--- config.mk ---
export PLATFORM = sky130hd
export DESIGN_NAME = jump_judge_ras
export DESIGN_NICKNAME = d
export VERILOG_FILES = /design/src/rtl/jump_judge_ras.sv
export SDC_FILE = /design/constraint.sdc
export NUM_CORES = 1
export LEC_CHECK = 0
export BUFFER_PORTS_ARGS = -buffer_cell sky130_fd_sc_hd__buf_2
export CAP_MARGIN = 20
export CORE_AREA = 2 2 88 90
export DETAILED_ROUTE_END_ITERATION = 10
export DIE_AREA = 0 0 90 92
export SETUP_SLACK_MARGIN = 0.15
export SLEW_MARGIN = 20
export SYNTH_ARGS = -nofsm -noshare
export SYNTH_HDL_FRONTEND = slang
export SYNTH_SLANG_ARGS = --single-unit
--- constraint.sdc ---
create_clock -name vclk -period 2.9
set_clock_uncertainty 0.05 [all_clocks]
set_input_delay 0.29 -clock vclk [all_inputs]
set_output_delay 0.29 -clock vclk [all_outputs]
set_load 0.05 [all_outputs]
--- src/rtl/jump_judge_ras.sv ---
// D-stage jump resolver with an optional return-address stack.
// Define JUMP_RAS_EN to speculate dependent `jr $31` from the RAS.
module jump_judge_ras #(
  parameter int ISSUE_W   = 2,
  parameter int RAS_DEPTH = 8
) (
  input  logic                   clk,
  input  logic                   rst,
  input  logic                   enaD,
  input  logic                   flushD,
  input  logic [31:0]            instrD,
  input  logic [31:0]            pc_plus4D,
  input  logic [31:0]            rs_valueD,
  input  logic [2*ISSUE_W-1:0]   fwd_wen,
  input  logic [10*ISSUE_W-1:0]  fwd_waddr,
  input  logic                   resolve_validE,
  input  logic [31:0]            resolve_targetE,
  output logic                   is_jumpD,
  output logic                   jump_takeD,
  output logic                   jump_conflictD,
  output logic [31:0]            jump_targetD,
  output logic                   ras_predD,
  output logic                   mispredictE,
  output logic [31:0]            redirect_targetE
);
  localparam int NW = 2 * ISSUE_W;

  logic [5:0]  op;
  logic [5:0]  fn;
  logic [4:0]  rs;
  logic        is_j;
  logic        is_jr;
  logic        is_call;
  logic        is_ret;
  logic        dep;
  logic        pred;
  logic [31:0] ras_top;

  assign op      = instrD[31:26];
  assign fn      = instrD[5:0];
  assign rs      = instrD[25:21];
  assign is_jr   = (op == 6'd0) && (fn[5:1] == 5'b00100);
  assign is_j    = (op[5:1] == 5'b00001);
  assign is_call = (op == 6'b000011) ||
                   ((op == 6'd0) && (fn == 6'b001001));
  assign is_ret  = is_jr && (fn == 6'b001000) && (rs == 5'd31);

  always_comb begin
    dep = 1'b0;
    for (int k = 0; k < NW; k++) begin
      if (fwd_wen[k] && (fwd_waddr[5*k +: 5] == rs) && (rs != 5'd0))
        dep = 1'b1;
    end
    dep = dep & is_jr;
  end

  assign is_jumpD       = is_j | is_jr;
  assign jump_conflictD = dep & ~pred;
  assign jump_takeD     = enaD & (is_j | (is_jr & ~jump_conflictD));
  assign ras_predD      = pred;

  always_comb begin
    jump_targetD = '0;
    if (pred)
      jump_targetD = ras_top;
    else if (is_j)
      jump_targetD = {pc_plus4D[31:28], instrD[25:0], 2'b00};
    else if (is_jr)
      jump_targetD = rs_valueD;
  end

`ifdef JUMP_RAS_EN
  localparam int PW = (RAS_DEPTH > 1) ? $clog2(RAS_DEPTH) : 1;
  localparam int CW = $clog2(RAS_DEPTH + 1);
  localparam logic [CW-1:0] FULL = CW'(RAS_DEPTH);

  logic [31:0]   ras_q [RAS_DEPTH];
  logic [31:0]   ras_d [RAS_DEPTH];
  logic [PW-1:0] tos_q, tos_d;
  logic [CW-1:0] count_q, count_d;
  logic          pend_v_q, pend_v_d;
  logic [31:0]   pend_tgt_q, pend_tgt_d;
  logic [31:0]   ret_addr;
  logic          upd;
  logic          mis;

  assign ret_addr         = pc_plus4D + 32'd4;
  assign ras_top          = ras_q[tos_q];
  assign upd              = enaD & ~flushD;
  assign pred             = is_ret & dep & (count_q != '0) & ~pend_v_q;
  assign mis              = resolve_validE & pend_v_q &
                            (resolve_targetE != pend_tgt_q);
  assign mispredictE      = mis;
  assign redirect_targetE = resolve_targetE;

  always_comb begin
    ras_d      = ras_q;
    tos_d      = tos_q;
    count_d    = count_q;
    pend_v_d   = pend_v_q;
    pend_tgt_d = pend_tgt_q;
    if (resolve_validE & pend_v_q)
      pend_v_d = 1'b0;
    if (upd) begin
      if (is_call) begin
        // jalr $31 swaps the top entry in place
        if (is_jr && (rs == 5'd31) && (count_q != '0)) begin
          ras_d[tos_q] = ret_addr;
        end else begin
          tos_d        = tos_q + PW'(1);
          ras_d[tos_d] = ret_addr;
          if (count_q != FULL)
            count_d = count_q + CW'(1);
        end
      end else if (is_ret && jump_takeD && (count_q != '0)) begin
        tos_d   = tos_q - PW'(1);
        count_d = count_q - CW'(1);
      end
      if (pred) begin
        pend_v_d   = 1'b1;
        pend_tgt_d = ras_q[tos_q];
      end
    end
    if (mis) begin
      ras_d   = ras_q;
      tos_d   = tos_q;
      count_d = '0;
    end
  end

  always_ff @(posedge clk or posedge rst) begin
    if (rst) begin
      for (int i = 0; i < RAS_DEPTH; i++)
        ras_q[i] <= '0;
      tos_q      <= '0;
      count_q    <= '0;
      pend_v_q   <= 1'b0;
      pend_tgt_q <= '0;
    end else begin
      ras_q      <= ras_d;
      tos_q      <= tos_d;
      count_q    <= count_d;
      pend_v_q   <= pend_v_d;
      pend_tgt_q <= pend_tgt_d;
    end
  end
`else
  logic unused_sig;

  assign pred             = 1'b0;
  assign ras_top          = '0;
  assign mispredictE      = 1'b0;
  assign redirect_targetE = '0;
  assign unused_sig = ^{clk, rst, resolve_validE, resolve_targetE,
                        is_call, is_ret};
`endif
endmodule

==> metrics.md, run 1 <==
| Metric | Value |
|---|---|
| Final total negative setup slack | 0 ns |
| Number of top-level pins | ~230 |
| Synth-to-layout area growth | 62.7% |
| Worst setup SP type | input pin |
| CP endpoint kind | output pin |
| Weighted congestion at the end of routability-driven global placement | 0.627 |
| Standard-cell row count | 32 |
| Post-cts gate resize count | 0 |
| Detailed router's first-iteration violation count | 10 |
| Initial antenna violation count | 0 |
| Maximum ir drop on the vdd rail | about 0.044 mV |
| Storage cell area | 0 um2 |
| Layout cells sized above 1 | 0.576 |
| Hold path cells | 3 |
| Critical path's most frequent cell | buf_2 |
| Count of inserted antenna diode cells | 0 |
| Vias in the first global route | 963 |
| Highest-count cells in the layout ignoring fill and taps | 128 x buf_2, 34 x conb_1, 29 x a22o_1 |
| Wire length of the first global-routing pass | 4.55 mm |
| Critical Path Max Stage Delay | approximately 0.34 ns |
| Chip Width | ~90 um |
| Leakage power of the design | 0.896 nW |
| Count of yosys warnings during synthesis | 0 |
| Post-detailed-placement half-perimeter wirelength | 2.93 mm |
| Total via count after detailed routing | 1183 |
| Cells traversed along the worst timing path | buf_2 > nor4_1 > nand2_1 > nor4_4 > buf_4 > or2_1 > o311a_1 > buf_2 |
| Period Utilization, post-route | 0.749 |
| Critical path buffers and inverters | 3 |
| Max Fclk | 0.460 GHz |
| IO buf count | 128 |
| Tightest Hold Check Type | input pin to output pin |
| Synthesized area divided by synthesized cell count | 7.90 um2 |
| Detailed-route DRC error count | 0 |
| Critical path's top delay family | simple AND/OR/NAND/NOR gates |
| Chip height | 92 um |
| Standard cell core area | 7450 um2 |
| Count of endpoints failing hold in the final timing report | 0 |
| Setup violation total in the final timing report | 0 |
| Die outline area | 8280 um2 |
| Worst-path maximum fanout | 9 |
| Shortest clock period the worst path allows after layout | between 2 and 2.5 ns |
| Number of pins exceeding their max-slew limit in the final report | 0 |
| Total routing resource utilization after global routing | 0.0647 |
| RSZ-0062 raised after global routing | false |
| Max Cap Viol | 0 |
| # hold bufs at CTS | 0 |
| Fraction of the yosys area taken by sequential cells | 0 |
| Setup Buffers After CTS | 0 |
| PD cells | 148 nW/um2 |
| Arrival time of the worst setup path | 1.83 ns |
| Required time at the worst-slack endpoint | 2.56 ns |
| Most common cell after layout, fill and taps aside | buf_2 |
| Final global-route overflow total | 0 |
| Critical path start-end classification | input pin to output pin |
| Gate count of the mapped netlist | 118 |
| CP max stage cell | nor4_1 |
| Wire length after detailed routing | about 3.3 mm |
| Count of clock-net buffers in the final layout | 0 |
| Number of nets with antenna violations after detailed routing | 0 |
| Result of the run | complete, no violations |
| Initial standard-cell utilization of the core | 0.125 |
| Distinct cell type count after synthesis | 22 |
| Layout net count | between 300 and 400 |
| Cell total after placement | 338 |
| Total standard cell area after synthesis | 932 um2 |
| Critical path depth in cells | 8 |
| Pre-Repair DR Iteration Count | 4 |
| Number of flip-flops and latches | 0 |
| Maximum number of pins on one net before global-route repair | 29 |
| Detail-routed via count per cell | 3.50 |
| Post-layout instance count excluding filler cells | 338 |
| Post-DR wirelength/cell | ~9.6 um |
==> synthesized netlist by cell type (all sizes together) <==
cell type,instances,area share
clkbuf,3,0.012
nor4b,1,0.0094
or2,1,0.0067
and2,3,0.020
a22o,30,0.28
nor3b,1,0.0081
nand3,4,0.021
xor2,16,0.16
conb,1,0.0040
buf,43,0.34
or4,1,0.0094
and4,1,0.012
nor2,1,0.0040
o311a,1,0.011
nand2,1,0.0040
xnor2,4,0.038
nor4,6,0.056
==> final timing paths <==
check | from | endpoint
setup / recovery | instrD[28] | jump_takeD
hold / removal | enaD | jump_takeD
==> report_power, final <==
part	leakage, nW	internal [mW]	switching (mW)
clock	0	0	0
combinational	0.896	0.0677	0.157
sequential	0	0	0
total	0.896	0.0677	0.157
==> logic make-up after synthesis <==
logic type / after synthesis / share of synthesized area
AO/OA/AOI/OAI: 31 / 0.294
other: 1 / 0.00402
AND/OR/NAND/NOR: 20 / 0.152
XOR/XNOR: 20 / 0.196
buffers and inverters: 46 / 0.354
==> final cells by class <==
class | count | area, um2
Fill cell | 850 | 5930
Multi-Input combinational cell | 105 | 726
Timing Repair Buffer | 131 | 663
Tap cell | 102 | 128
==> routing by layer <==
layer  up-vias  GRT usage  wire (um)
met4         0          0          0
met5         -          0          0
met3         0     0.0107        350
li1        596          -          -
met1       503     0.0833       1300
met2        84      0.120       1610
==> through the flow <==
step | hold WS (ns) | area, um2 | setup slack, ns | power (mW) | util
4_1_cts | 0.947 | 1520 | 0.660 | 0.227 | 0.204
5_1_grt | 0.959 | 1520 | 0.563 | 0.239 | 0.204
3_3_place_gp | 0.940 | 1520 | 0.658 | 0.224 | 0.204
6_report | 0.940 | 1520 | 0.727 | 0.225 | 0.204
2_1_floorplan | 0.784 | 1060 | 0.302 | 0.191 | -
3_5_place_dp | 0.943 | 1520 | 0.663 | 0.226 | 0.204
No activity file was read; power rests on OpenSTA's default activity.
==> run 2, diff against run 1 <==
ABC_AREA = 1   (was not set)
clock period = 1.9 ns   (was 2.9 ns; I/O delays follow)
==> run 2 against run 1 <==
Net effect: setup slack got worse by 0.50 ns; synthesized area increased by 38%; critical path depth increased by 2; power increased by 89%; synthesized cell count increased by 110%; hold slack got worse by 0.27 ns; cell count increased by 45%; core utilization increased by 8.8 points; sequential share of layout area unchanged; largest cell class unchanged.
==> metrics.md, run 2 <==
| Metric | Value |
|---|---|
| Critical path's most frequent cell | nand2_1 |
| Maximum number of pins on one net before global-route repair | 25 |
| Total standard cell area after synthesis | 1290 um2 |
| Initial antenna violation count | 2 |
| Synthesized area divided by synthesized cell count | 5.10 um2 |
| Chip Width | 90 um |
| Most common cell after layout, fill and taps aside | buf_2 |
| CP endpoint kind | output pin |
| Area contributors post-synth | nand2_1 26%, buf_4 20%, inv_1 15% |
| Vias in the first global route | 1560 |
| Chip height | 92 um |
| Worst setup SP type | input pin |
| Weighted congestion at the end of routability-driven global placement | between 0.7 and 0.8 |
| Number of nets with antenna violations after detailed routing | 0 |
| Filler cell count in the final layout | 839 |
| Layout net count | 545 |
| Switching fraction of total power | 0.709 |
| Max Fclk | 0.599 GHz |
| PD cells | 197 nW/um2 |
| Cells traversed along the worst timing path | buf_2 > nor2_1 > nand2_1 > nor2_2 > clkinvlp_4 > buf_4 > a21boi_2 > nand2_1 > inv_1 > buf_6 |
| Synth-to-layout area growth | 68.2% |
| Leakage power of the design | 1.37 nW |
| Critical path start-end classification | input pin to output pin |
| Detail-routed via count per cell | approximately 3.8 |
| Post-DR wirelength/cell | approximately 10 um |
| Initial standard-cell utilization of the core | 0.173 |
| Detailed router's first-iteration violation count | 14 |
| Count of clock-net buffers in the final layout | 0 |
| Final total negative setup slack | 0 ns |
| Wire length of the first global-routing pass | about 7.4 mm |
| Sw power | 0.302 mW |
| Number of top-level pins | around 230 |
| Standard cell core area | 7450 um2 |
| IO buf count | 128 |
| Fraction of synthesized cell area taken by the top area cell type | 0.259 |
| RSZ-0062 raised after global routing | true |
| Power share of the combinational group | 1.000 |
| Gate count of the mapped netlist | ~250 |
| Wire length after detailed routing | 5.08 mm |
| Pre-Repair DR Iteration Count | 4 |
| Multi-input combinational cell area | 972 um2 |
| Cell type contributing the most total cell area after synthesis | nand2_1 |
| Internal power contribution | 0.124 mW |
| CP max stage cell | buf_4 |
| Clock network fraction of total power | 0 |
| Tightest Hold Check Type | input pin to output pin |
| Period Utilization, post-route | 0.879 |
| Critical path origin | instrD[28] |
| Number of flip-flops and latches | 0 |
| Shortest clock period the worst path allows after layout | approximately 1.7 ns |
| Commonest cells post-synth | 89 x nand2_1, 52 x inv_1, 34 x buf_4 |
| Total via count after detailed routing | 1856 |
| Library cell with the highest instance count after synthesis | nand2_1 |
| Highest-count cells in the layout ignoring fill and taps | 100 x buf_2, 88 x nand2_1, 47 x inv_1 |
| Post-detailed-placement half-perimeter wirelength | 4.31 mm |
| Max Cap Viol | 0 |
| Hold path startpoint | instrD[12] |
| Final global-route overflow total | 0 |
| Critical Path Max Stage Delay | roughly 0.19 ns |
| Count of yosys warnings during synthesis | 0 |
| Die outline area | just over 8000 um2 |
| Setup violation total in the final timing report | 0 |
| Total routing resource utilization after global routing | 0.107 |
| Distinct cell type count after synthesis | 21 |
| Sum of internal, switching and leakage power | 0.426 mW |
| Worst-path maximum fanout | 6 |
| Storage cell area | 0 um2 |
| Fraction of the yosys area taken by sequential cells | 0 |
| Detailed-route DRC error count | 0 |
| Layout cells sized above 1 | 0.464 |
| Number of pins exceeding their max-slew limit in the final report | 0 |
| Reg power frac | 0 |
| Maximum ir drop on the vdd rail | 0.0937 mV |
| Count of endpoints failing hold in the final timing report | 0 |
| Standard-cell row count | 32 |
| Required time at the worst-slack endpoint | 1.66 ns |
| Result of the run | complete, no violations |
| Arrival time of the worst setup path | approximately 1.4 ns |
[run 2: cell types whose count changed in the layout (fill, tap and decap cells not counted), sizes merged, moves of 4 or more]
cell	previous run	this run
nand2	1	89
inv	0	50
a22o	30	0
o21ai	0	29
nor2	1	23
xor2	16	0
clkbuf	0	11
nand4	0	6
xnor2	4	0
[run 2: cell type report]
class | instances | share of cell area
multi-input combinational | 195 | 0.448
timing repair buffer | 139 | 0.395
antenna | 2 | 0.00231
tap | 102 | 0.0588
inverter | 52 | 0.0957
[run 2: cell families after synthesis]
kind of cell	synth area share
compound gates	0.184
buf+inv	0.377
simple gates	0.436
other cells	0.00291
[run 2: per-layer routing]
metal | wire length, um | GRT usage | vias to the layer above
met1 | 1900 | 0.122 | 782
met3 | 579 | 0.0288 | 2
met5 | 0 | 0 | -
met2 | 2560 | 0.207 | 111
met4 | 35 | 0.00769 | 0
li1 | - | - | 961
[run 2: critical path: cells and delay by family]
kind                   cells  cell delay [ns]
AOI/OAI and AO/OA          1             0.13
buffers and inverters      5             0.67
and+or+nand+nor            4             0.42
[run 2: repair_timing]
action | CTS | global route
cloned | 0 | 1
setup endpoints to repair | 16 | 29
resized for setup | 16 | 36
setup buffers | 0 | 4
pin swaps | 0 | 4
hold buffers | 0 | 0
[run 2: worst paths after layout]
check | depth (start not counted) | slack, ns | end
setup / recovery | 10 | 0.23 | jump_takeD
hold / removal | 4 | 0.67 | jump_targetD[14]
[run 2: stage by stage]
step | cells | worst slack, ns | hold slack [ns] | utilization | area (um2)
after global routing | 488 | 0.132 | 0.712 | 0.291 | 2160
after detailed placement | 483 | 0.0891 | 0.712 | 0.264 | 1970
final | 490 | 0.231 | 0.673 | 0.291 | 2170
after global placement | 483 | 0.0995 | 0.709 | 0.264 | 1970
after floorplan | 286 | -0.223 | 0.553 | - | 1430
after CTS | 483 | 0.141 | 0.689 | 0.269 | 2010
[run 2: power by group through the flow]
stage	clock network [mW]	registers (mW)	logic, mW
floorplan	0	0	0.319
global placement	0	0	0.404
detailed placement	0	0	0.407
CTS	0	0	0.411
global route	0	0	0.464
finish	0.000000141	0	0.426
==> run 3, diff against run 2 <==
CELL_PAD_IN_SITES_DETAIL_PLACEMENT = 0   (was not set)
CELL_PAD_IN_SITES_GLOBAL_PLACEMENT = 1   (was not set)
CORE_AREA = not set   (was 2 2 88 90)
CORE_ASPECT_RATIO = 1.1   (was not set)
CORE_MARGIN = 1.5   (was not set)
CORE_UTILIZATION = 13   (was not set)
DIE_AREA = not set   (was 0 0 90 92)
PLACE_DENSITY_LB_ADDON = 0.1   (was not set)
==> run 3 against run 2 <==
Net effect: via count fell by 3.6%; maximum frequency shrank 0.39%; hold slack got worse by 0.013 ns; sequential cell count did not move; global-route usage fell by 1.5 points; core utilization shrank 5.6 points; design area increased by 3.1%; critical path type unchanged; combinational power about the same; die area rose by 27%.
==> metrics.md, run 3 (same netlist as run 2, synthesis figures left out) <==
| Metric | Value |
|---|---|
| Die outline area | 10500 um2 |
| Initial standard-cell utilization of the core | 0.136 |
| Filler cell count in the final layout | 1125 |
| Most common cell after layout, fill and taps aside | buf_2 |
| Standard cell core area | 9490 um2 |
| Weighted congestion at the end of routability-driven global placement | 0.744 |
| Critical path's top delay family | buffers and inverters |
| Highest-count cells in the layout ignoring fill and taps | 95 x buf_2, 87 x nand2_1, 49 x inv_1 |
| Critical Path Max Stage Delay | ~0.31 ns |
| Utilization of the core after routing | 0.236 |
| Cells traversed along the worst timing path | buf_6 > inv_6 > nand2_4 > nor4_4 > nand3_4 > clkbuf_16 > o21ai_4 > buf_6 |
| Cell total after placement | 499 |
| IO buf count | ~130 |
| Number of flip-flops and latches | 0 |
| Detailed router's first-iteration violation count | 18 |
| Leakage power of the design | 1.38 nW |
| Standard-cell row count | 37 |
| Post-layout instance count excluding filler cells | 500 |
| Layout cells sized above 1 | 0.457 |
| Count of clock-net buffers in the final layout | 0 |
| Total via count after detailed routing | 1790 |
| Final global-route overflow total | 0 |
| Count of endpoints failing hold in the final timing report | 0 |
| Post-Layout Inst Area | 2240 um2 |
| Initial antenna violation count | 0 |
| Storage cell area | 0 um2 |
| Chip height | about 110 um |
| Wire length of the first global-routing pass | 8.03 mm |
| Max Fclk | 0.597 GHz |
| PD cells | 189 nW/um2 |
| Number of pins exceeding their max-slew limit in the final report | 0 |
| CP endpoint kind | output pin |
| CP max stage cell | nor4_4 |
| Critical path origin | instrD[4] |
| Critical path's most frequent cell | buf_6 |
| Setup violation total in the final timing report | 0 |
| Period Utilization, post-route | 0.882 |
| Layout net count | 542 |
| Critical path buffers and inverters | 4 |
| Total placed instance area | 1990 um2 |
| Result of the run | complete, no violations |
| Pre-Repair DR Iteration Count | 4 |
| Number of nets with antenna violations after detailed routing | 0 |
| Wire length after detailed routing | 5.25 mm |
| Max Cap Viol | 0 |
| Maximum ir drop on the vdd rail | 0.0686 mV |
| Detail-routed via count per cell | 3.58 |
| RSZ-0062 raised after global routing | true |
| Maximum number of pins on one net before global-route repair | 25 |
| Worst setup SP type | input pin |
| Required time at the worst-slack endpoint | 1.66 ns |
| Post-detailed-placement half-perimeter wirelength | 4.60 mm |
| Detailed-route DRC error count | 0 |
| Number of top-level pins | between 200 and 250 |
| Tightest Hold Check Type | input pin to output pin |
| Total routing resource utilization after global routing | 0.0917 |
| Chip Width | 98.0 um |
| Synth-to-layout area growth | 73.3% |
| Hold path startpoint | instrD[0] |
| Shortest clock period the worst path allows after layout | 1.68 ns |
| Multi-input combinational cell area | between 1000 and 1500 um2 |
| Worst-path maximum fanout | 7 |
| Post-DR wirelength/cell | about 11 um |
| Final total negative setup slack | 0 ns |
| Vias in the first global route | 1670 |
| Setup Buffers After CTS | 0 |
| Critical path start-end classification | input pin to output pin |
| Count of inserted antenna diode cells | 0 |
| Arrival time of the worst setup path | ~1.4 ns |
-- run 3: changes by cell type in the layout (fill, tap and decap cells not counted), sizes merged --
cell and delta:
clkinvlp -1, diode -2, buf +2, clkbuf -5
inv +1
-- run 3: worst paths after layout --
kind	endpoint	slack [ns]	cells past startpoint
setup / recovery	jump_targetD[29]	0.22	8
hold / removal	jump_targetD[2]	0.66	4
-- run 3: final cells by class --
class	count	share of cell area
repair buffers	136	0.396
well taps	117	0.0655
multi-input cells	195	0.448
inverters	52	0.0912
-- run 3: repair_timing --
| item | 4_1_cts | 5_1_grt |
|---|---|---|
| gates resized for setup | 4 | 87 |
| hold buffers | 0 | 0 |
| pin swaps | 0 | 8 |
| gates cloned | 0 | 1 |
| endpoints found under the setup margin | 4 | 30 |
-- run 3: metrics by stage --
step | worst slack, ns | hold WS [ns] | total power [mW]
after floorplan | -0.223 | 0.553 | 0.319
after global placement | 0.130 | 0.715 | 0.408
after detailed placement | 0.138 | 0.714 | 0.407
after CTS | 0.153 | 0.711 | 0.409
after global routing | 0.147 | 0.678 | 0.462
final | 0.224 | 0.661 | 0.423
-- run 3: layer usage --
metal	wire length, um	track usage	vias up
met5	0	0	-
met4	0	0	0
met3	472	0.0162	0
met2	2490	0.168	104
met1	2290	0.119	732
li1	-	-	954
-- run 3: power breakdown --
part | total, mW | internal [mW] | leakage, nW | switching [mW]
registers | 0 | 0 | 0 | 0
logic | 0.423 | 0.123 | 1.38 | 0.300
clock network | 0 | 0 | 0 | 0
